## config.mk

```make
export PLATFORM = sky130hd
export DESIGN_NAME = dma_mem_writer
export DESIGN_NICKNAME = d
export VERILOG_FILES = /design/src/rtl/dma_pkg.sv /design/src/rtl/dma_hold_reg.sv /design/src/rtl/dma_mem_writer.sv
export SDC_FILE = /design/constraint.sdc
export NUM_CORES = 1
export LEC_CHECK = 0
export CAP_MARGIN = 25
export CORE_AREA = 3 3 213 215
export DETAILED_ROUTE_END_ITERATION = 7
export DIE_AREA = 0 0 216 218
export HOLD_SLACK_MARGIN = 0.1
export PLACE_DENSITY = 0.69
export SYNTH_ARGS = -nofsm -noshare
export SYNTH_HDL_FRONTEND = slang
export SYNTH_SLANG_ARGS = --single-unit
```

## constraint.sdc

```tcl
create_clock -name clk_h -period 3.65 [get_ports clk_h]
set_clock_uncertainty 0.15 [all_clocks]
set_input_delay 0.73 -clock clk_h [delete_from_list [all_inputs] [get_ports clk_h]]
set_output_delay 0.73 -clock clk_h [all_outputs]
set_load 0.01 [all_outputs]
```

## src/rtl/dma_pkg.sv

```systemverilog
// Shared DMA datapath constants and the writer control state encoding.
// Also used by the 64->256 packer so both sides agree on the packed word width.
package dma_pkg;
    localparam int DMA_DATA_W = 256;
    localparam int DMA_ADDR_W = 12;
    localparam int DMA_LEN_W  = 12;

    typedef enum logic [1:0] {
        IDLE = 2'd0,
        RUN  = 2'd1,
        DONE = 2'd2
    } state_t;
endpackage

```

## src/rtl/dma_hold_reg.sv

```systemverilog
// One-entry data+address holding register that presents a write until it is taken.
// Output is registered (load to present = 1 cycle); refills in the commit cycle when rdy.
module dma_hold_reg
    import dma_pkg::*;
#(
    parameter int DW = DMA_DATA_W,
    parameter int AW = DMA_ADDR_W
) (
    input  logic          clk_h,
    input  logic          rst,
    input  logic          i_flush,
    input  logic          i_load,
    input  logic [DW-1:0] i_data,
    input  logic [AW-1:0] i_addr,
    input  logic          i_stall,
    output logic          o_vld,
    output logic          o_rdy,
    output logic          o_commit,
    output logic [DW-1:0] o_data,
    output logic [AW-1:0] o_addr
);
    logic          r_vld;
    logic [DW-1:0] r_data;
    logic [AW-1:0] r_addr;

    assign o_vld    = r_vld;
    assign o_data   = r_data;
    assign o_addr   = r_addr;
    assign o_commit = r_vld && !i_stall;
    assign o_rdy    = !r_vld || !i_stall;

    always_ff @(posedge clk_h) begin
        if (rst) begin
            r_vld  <= 1'b0;
            r_data <= '0;
            r_addr <= '0;
        end else if (i_flush) begin
            r_vld  <= 1'b0;
        end else if (i_load) begin
            // a load in the commit cycle replaces the entry without a bubble
            r_vld  <= 1'b1;
            r_data <= i_data;
            r_addr <= i_addr;
        end else if (o_commit) begin
            r_vld  <= 1'b0;
        end
    end
endmodule

```

## src/rtl/dma_mem_writer.sv

```systemverilog
// Writes packed words from the packer to consecutive SRAM addresses and pulses done at the end.
// Word accepted in cycle N is written from N+1; SRAM stalls hold the write and drop in_ack.
module dma_mem_writer
    import dma_pkg::*;
#(
    parameter int DATA_W = DMA_DATA_W,
    parameter int ADDR_W = DMA_ADDR_W,
    parameter int LEN_W  = DMA_LEN_W
) (
    input  logic              clk_h,
    input  logic              rst,
    input  logic              start,
    input  logic [ADDR_W-1:0] base_addr,
    input  logic [LEN_W-1:0]  num_words,
    input  logic              abort,
    input  logic [DATA_W-1:0] in_data,
    input  logic              in_valid,
    output logic              in_ack,
    output logic              mem_we,
    output logic [ADDR_W-1:0] mem_addr,
    output logic [DATA_W-1:0] mem_wdata,
    input  logic              mem_stall,
    output logic              busy,
    output logic              done
);
    state_t             r_state;
    state_t             w_state_nxt;
    logic [ADDR_W-1:0]  r_addr_ptr;
    logic [LEN_W-1:0]   r_len;
    logic [LEN_W-1:0]   r_acc_cnt;
    logic [LEN_W-1:0]   r_wr_cnt;
    logic               w_xfer;
    logic               w_commit;
    logic               w_hold_rdy;
    logic               w_last_commit;

    assign w_xfer        = in_valid && in_ack;
    assign w_last_commit = w_commit && ((r_wr_cnt + LEN_W'(1)) == r_len);

    dma_hold_reg #(
        .DW (DATA_W),
        .AW (ADDR_W)
    ) u_hold (
        .clk_h    (clk_h),
        .rst      (rst),
        .i_flush  (abort),
        .i_load   (w_xfer),
        .i_data   (in_data),
        .i_addr   (r_addr_ptr),
        .i_stall  (mem_stall),
        .o_vld    (mem_we),
        .o_rdy    (w_hold_rdy),
        .o_commit (w_commit),
        .o_data   (mem_wdata),
        .o_addr   (mem_addr)
    );

    always_ff @(posedge clk_h) begin
        if (rst) begin
            r_state <= IDLE;
        end else begin
            r_state <= w_state_nxt;
        end
    end

    always_comb begin
        w_state_nxt = r_state;
        case (r_state)
            IDLE:    if (start) w_state_nxt = (num_words == '0) ? DONE : RUN;
            RUN:     if (w_last_commit) w_state_nxt = DONE;
            DONE:    w_state_nxt = IDLE;
            default: w_state_nxt = IDLE;
        endcase
        if (abort) w_state_nxt = IDLE;
    end

    always_comb begin
        in_ack = 1'b0;
        busy   = 1'b0;
        done   = 1'b0;
        case (r_state)
            RUN: begin
                in_ack = (r_acc_cnt != r_len) && w_hold_rdy;
                busy   = 1'b1;
            end
            DONE: begin
                busy = 1'b1;
                done = 1'b1;
            end
            default: ;
        endcase
    end

    always_ff @(posedge clk_h) begin
        if (rst) begin
            r_addr_ptr <= '0;
            r_len      <= '0;
            r_acc_cnt  <= '0;
            r_wr_cnt   <= '0;
        end else if (abort) begin
            r_len      <= '0;
            r_acc_cnt  <= '0;
            r_wr_cnt   <= '0;
        end else if (r_state == IDLE && start) begin
            r_addr_ptr <= base_addr;
            r_len      <= num_words;
            r_acc_cnt  <= '0;
            r_wr_cnt   <= '0;
        end else begin
            // address pointer wraps naturally modulo 2^ADDR_W
            if (w_xfer) begin
                r_addr_ptr <= r_addr_ptr + ADDR_W'(1);
                r_acc_cnt  <= r_acc_cnt + LEN_W'(1);
            end
            if (w_commit) r_wr_cnt <= r_wr_cnt + LEN_W'(1);
        end
    end
endmodule

```

Word-level counts from Yosys, hierarchy flattened
Cells that the tools add are included.

Output and inout bits: 272. Register bits: 319. Word-level logic and storage cells: 47. Input port bits: 286.

Reduce and logical (&&, ||, !) cells: 18. Multiplexer cells: 11. Equal/unequal tests: 6. Add/subtract/negate cells: 3. Bitwise logic cells: 1.

Operators by type and width (number): $add A12 B1 Y12 const B (3); $mux W12 (2); $eq A12 B12 Y1 (1); $logic_not A12 Y1 (1); $ne A12 B12 Y1 (1); $mux W2 (3); $reduce_and A2 Y1 (3); $logic_and A1 B1 Y1 (5); $mux W1 (5); $ne A2 B2 Y1 const B (2); $pmux W2 S2 (1); $reduce_bool A2 Y1 (2); $reduce_or A2 Y1 (2); $reduce_or A3 Y1 (1); $eq A2 B1 Y1 const B (1); $eq A2 B2 Y1 const B (1); $logic_not A1 Y1 (2); $logic_not A2 Y1 (1); $logic_or A1 B1 Y1 (1); $not A1 Y1 (1).

Longest topological paths before layout
Word-level depth: 7. Mapped depth: 10. Gate-level depth less buffers: 7.

Modules after synthesis
Synthesis repeated with hierarchy kept, for this count alone.

Cells, all modules: 1600. Area, all modules: 15615.0 µm².

Modules (own cells, without submodules): dma_hold_reg (cells an instance 1228, area each 12634.6 µm², instances 1); dma_mem_writer (cells an instance 372, area each 2980.4 µm², instances 1).

Worst setup path before layout
Ideal clock, no wire load.

Kind: input port to flip-flop. Start: input port mem_stall. End: register u_hold.r_data[100] (netlist: u_hold.o_data[100]). Arrival time: 1.884 ns. Path buffers: 3. Data required time: 3.357 ns. Slack: 1.473 ns. Library setup time: 0.143 ns. Stages on the path: 8. Cells stage by stage: nand2_1 -> nand3_1 -> or3_1 -> buf_6 -> buf_12 -> buf_8 -> nand2_2 -> a21oi_2.

Cells in the longest elaborated chain, start to end: 6.

RTL lines: from (decl) (line dma_mem_writer.sv:22) `input logic mem_stall,`; $logic_not A1 Y1 (line dma_hold_reg.sv:30) `assign o_rdy = !r_vld || !i_stall;`; $logic_or A1 B1 Y1 (line dma_hold_reg.sv:30); $logic_and A1 B1 Y1 (line dma_mem_writer.sv:83) `in_ack = (r_acc_cnt != r_len) && w_hold_rdy;`; $mux W1 (line dma_mem_writer.sv:81) `case (r_state)`; $logic_and A1 B1 Y1 (line dma_mem_writer.sv:37) `assign w_xfer = in_valid && in_ack;`; $reduce_and A2 Y1 (no line); to (signal assigned) (line dma_hold_reg.sv:42) `r_data <= i_data;`; to (decl) (line dma_hold_reg.sv:23) `logic [DW-1:0] r_data;`.

Every way passes these cells. A chain may end at the register's enable or synchronous reset.

Worst setup path after layout
Start: register r_acc_cnt[8]. End: output port in_ack.

Cells in the longest elaborated chain, start to end: 3.

RTL lines: from (decl) (line dma_mem_writer.sv:30) `logic [LEN_W-1:0] r_acc_cnt;`; from (signal assigned) (line dma_mem_writer.sv:113) `r_acc_cnt <= r_acc_cnt + LEN_W'(1);`; $ne A12 B12 Y1 (line dma_mem_writer.sv:83); $logic_and A1 B1 Y1 (line dma_mem_writer.sv:83); $mux W1 (line dma_mem_writer.sv:81); to (decl) (line dma_mem_writer.sv:18) `output logic in_ack,`.

Every way passes these cells.

==> impl_metrics.yaml <==
run_status:
  status: "finished clean"
floorplanning:
  die_w_um: 216
  coreArea_um2: 43900
  row_count: 77
  start_util_pct: 30.8
  die_h_um: 218
  dieArea_um2: 47100
  io_pins: 558
yosys:
  synth_fa_ha_area_share_pct: 0.555
  synth_area_leaders: "dfxtp_1, a21oi_2, nand2_1"
  yosysWarnings: 0
  synthFlopType: "dfxtp_1"
  syn_area_per_cell_um2: 8.85
  synth_nets: 1821
  synth-edff-count: 0
  synth_area_um2: 13500
  synthMuxAreaShare_pct: 0
  synth_common_cells: "nand2_1, dfxtp_1, a21oi_2, nand2_2, a21oi_1"
  synth_compound_area_share_pct: 19.1
  synth_top_area_share_pct: 47.2
  synth-simple-area-share_pct: 24.4
  yosysSeqAreaShare_pct: 47.2
  ys_ff_latch: 319
  synth_cell_type_count: 55
  async_reset_ff_share_pct: 0
  synth-xor-area-share_pct: 3.11
  netlist_instances: 1529
  synth_top_family_by_area: "simple AND/OR/NAND/NOR gates"
  synth_most_common_cell: "nand2_1"
  synth_largest_area_cell: "dfxtp_1"
timing:
  hold_viol_final: 0
  final_max_slew_viol_count: 0
  rsz0062_at_grt: "no"
  finalSetupViolations: 0
  tightest_slew_ns: 0.957
  fin_tns_setup_ns: 0
  max_slew_margin_pct: 36.2
  holdWs_ns: 0.303
  period_share_pct: 90.0
  layout_min_cycle_time_ns: 3.28
  fmax_ghz: 0.304
global_routing:
  antenna_found_initial: 1
  grt_pass1_vias: 12200
  grt_use_total_pct: 18.3
  grt_pass1_wl_um: 69600
  overflow: 0
  grt_max_degree: 119
cts:
  ctsHoldBuffers: 0
  clock_latency_ns: 0.53
  cts_buffers: 37
  cts_tree: "done"
  clk_pin_slew_ns: 0.06
  cts_root_buf: "clkbuf_16"
  postCtsSetupBuffers: 0
  cts_buffer_depth: 3
  cts_repair_resize_count: 0
  clock-sinks: 319
  h-tree-depth: 2
placed_design:
  hpwl_um: 32800
  port-buffer-count: 557
  placed_area_um2: 19500
  gp_congestion: 0.849
critical_path:
  worstPathArrival_ns: 2.40
  critPathKind: "reg -> out"
  critPathMaxFanout: 5
  required_ns: 2.77
  reg2reg_slack_ns: 0.41
  end_kind: "primary output"
  cp-start-kind: "register"
power:
  p_comb_share_pct: 8.6
  p_per_area_nw_per_um2: 387
  p_seq_share_pct: 44.3
  p_leak_nw: 6.60
  switchingPower_w: 0.00178
  ir_drop_mv: 0.314
  p_int_w: 0.00625
  power_frac_clock_pct: 47.1
  total_power_w: 0.00803
  switching_share_pct: 22.2
route:
  drc_errors: 0
  drt_pre_antenna_iters: 6
  num_vias: 12300
  vias_per_cell: 4.64
  antenna_left: 0
  first_iter_violations: 690
  wl_um: 45100
  wl_per_cell_um: 17.0
final_layout:
  syn2layout_area_growth_pct: 53.2
  fin_nets: 2332
  drive_gt1_share_pct: 23.8
  final_area_um2: 20700
hold_path:
  hold_path_class: "reg -> reg"
flow_run:
  cap_violations: 0
[state kept, by name, summed over array words and instances (netlist names)]
| register | flops |
|---|---|
| r_state | 2 |
| r_addr_ptr | 12 |
| u_hold.o_addr | 12 |
| r_acc_cnt | 12 |
| u_hold.o_data | 256 |
| r_wr_cnt | 12 |
| u_hold.o_vld | 1 |
| r_len | 12 |
[stage by stage]
| stage | setup WS, ns | util [%] | std cells |
|---|---|---|---|
| 2_1_floorplan | 1.47 | - | 1529 |
| 3_3_place_gp | 0.532 | 44.3 | 2593 |
| 3_5_place_dp | 0.495 | 44.3 | 2593 |
| 4_1_cts | 0.363 | 47.2 | 2657 |
| 5_1_grt | 0.174 | 47.2 | 2658 |
| 6_report | 0.365 | 47.2 | 2658 |
[worst paths after layout]
check,from,endpoint,depth (start not counted)
min reg2reg,u_hold.o_data[236]$_SDFFE_PP0P_,u_hold.o_data[236]$_SDFFE_PP0P_,2
max reg2reg,r_acc_cnt[8]$_SDFFE_PP0P_,u_hold.o_data[230]$_SDFFE_PP0P_,7
min,u_hold.o_data[236]$_SDFFE_PP0P_,u_hold.o_data[236]$_SDFFE_PP0P_,2
max,r_acc_cnt[8]$_SDFFE_PP0P_,in_ack,5
[power groups by stage]
| stage | combinational, W | sequential (W) | clock [W] |
|---|---|---|---|
| after global placement | 0.000685 | 0.00363 | 0 |
| after global routing | 0.000744 | 0.00356 | 0.00403 |
| final | 0.000694 | 0.00355 | 0.00378 |
| after detailed placement | 0.000691 | 0.00363 | 0 |
| after floorplan | 0.000250 | 0.00364 | 0 |
| after CTS | 0.000697 | 0.00355 | 0.00391 |
[worst max-delay path, stage by stage, from the launching register on]
cell and delay [ns]:
dfxtp_1 0.36, xor2_1 0.18, nor4_1 0.37, nand3_1 0.21, and3_1 0.25, clkdlybuf4s50_1 0.51
[layer usage]
metal | share of wire [%] | global-route usage [%] | vias to the layer above
met2 | 49 | 31.5 | 442
met5 | 0 | 0 | -
met4 | 2.1 | 5.30 | 0
met3 | 7.7 | 4.89 | 65
met1 | 41 | 22.4 | 5796
li1 | - | - | 6042
[logic make-up (layout without fill, tap and decap cells)]
kind of cell    after synthesis  after routing
compound gates              339            339
xor+xnor                     48             48
fa+ha+maj                     6              6
buf+inv                     120            656
flops                       319            319
other cells                   0              1
simple gates                697            697
[placed cells by master, fill, tap and decap left out, drive strengths merged, types with 5 or more instances in the layout]
cell type and count:
a211oi 5, a21oi 295, and3 5, buf 27, clkbuf 58, clkdlybuf4s50 556, dfxtp 319, ha 6
inv 10, nand2 585, nand2b 5, nand3 12, nand4 7, nor2 42, nor3 10, nor4 13
xnor2 26, xor2 22
[area by class of cell]
class	instances	area [um^2]
Tap cell	592	741
Fill cell	4134	23200
Timing Repair Buffer	583	5940
Sequential cell	319	6390
Clock buffer	58	1170
Multi-Input combinational cell	1090	6380
Antenna cell	1	2.50
Clock inverter	6	86.3
Inverter	9	33.8
(Power assumes the default switching activity.)
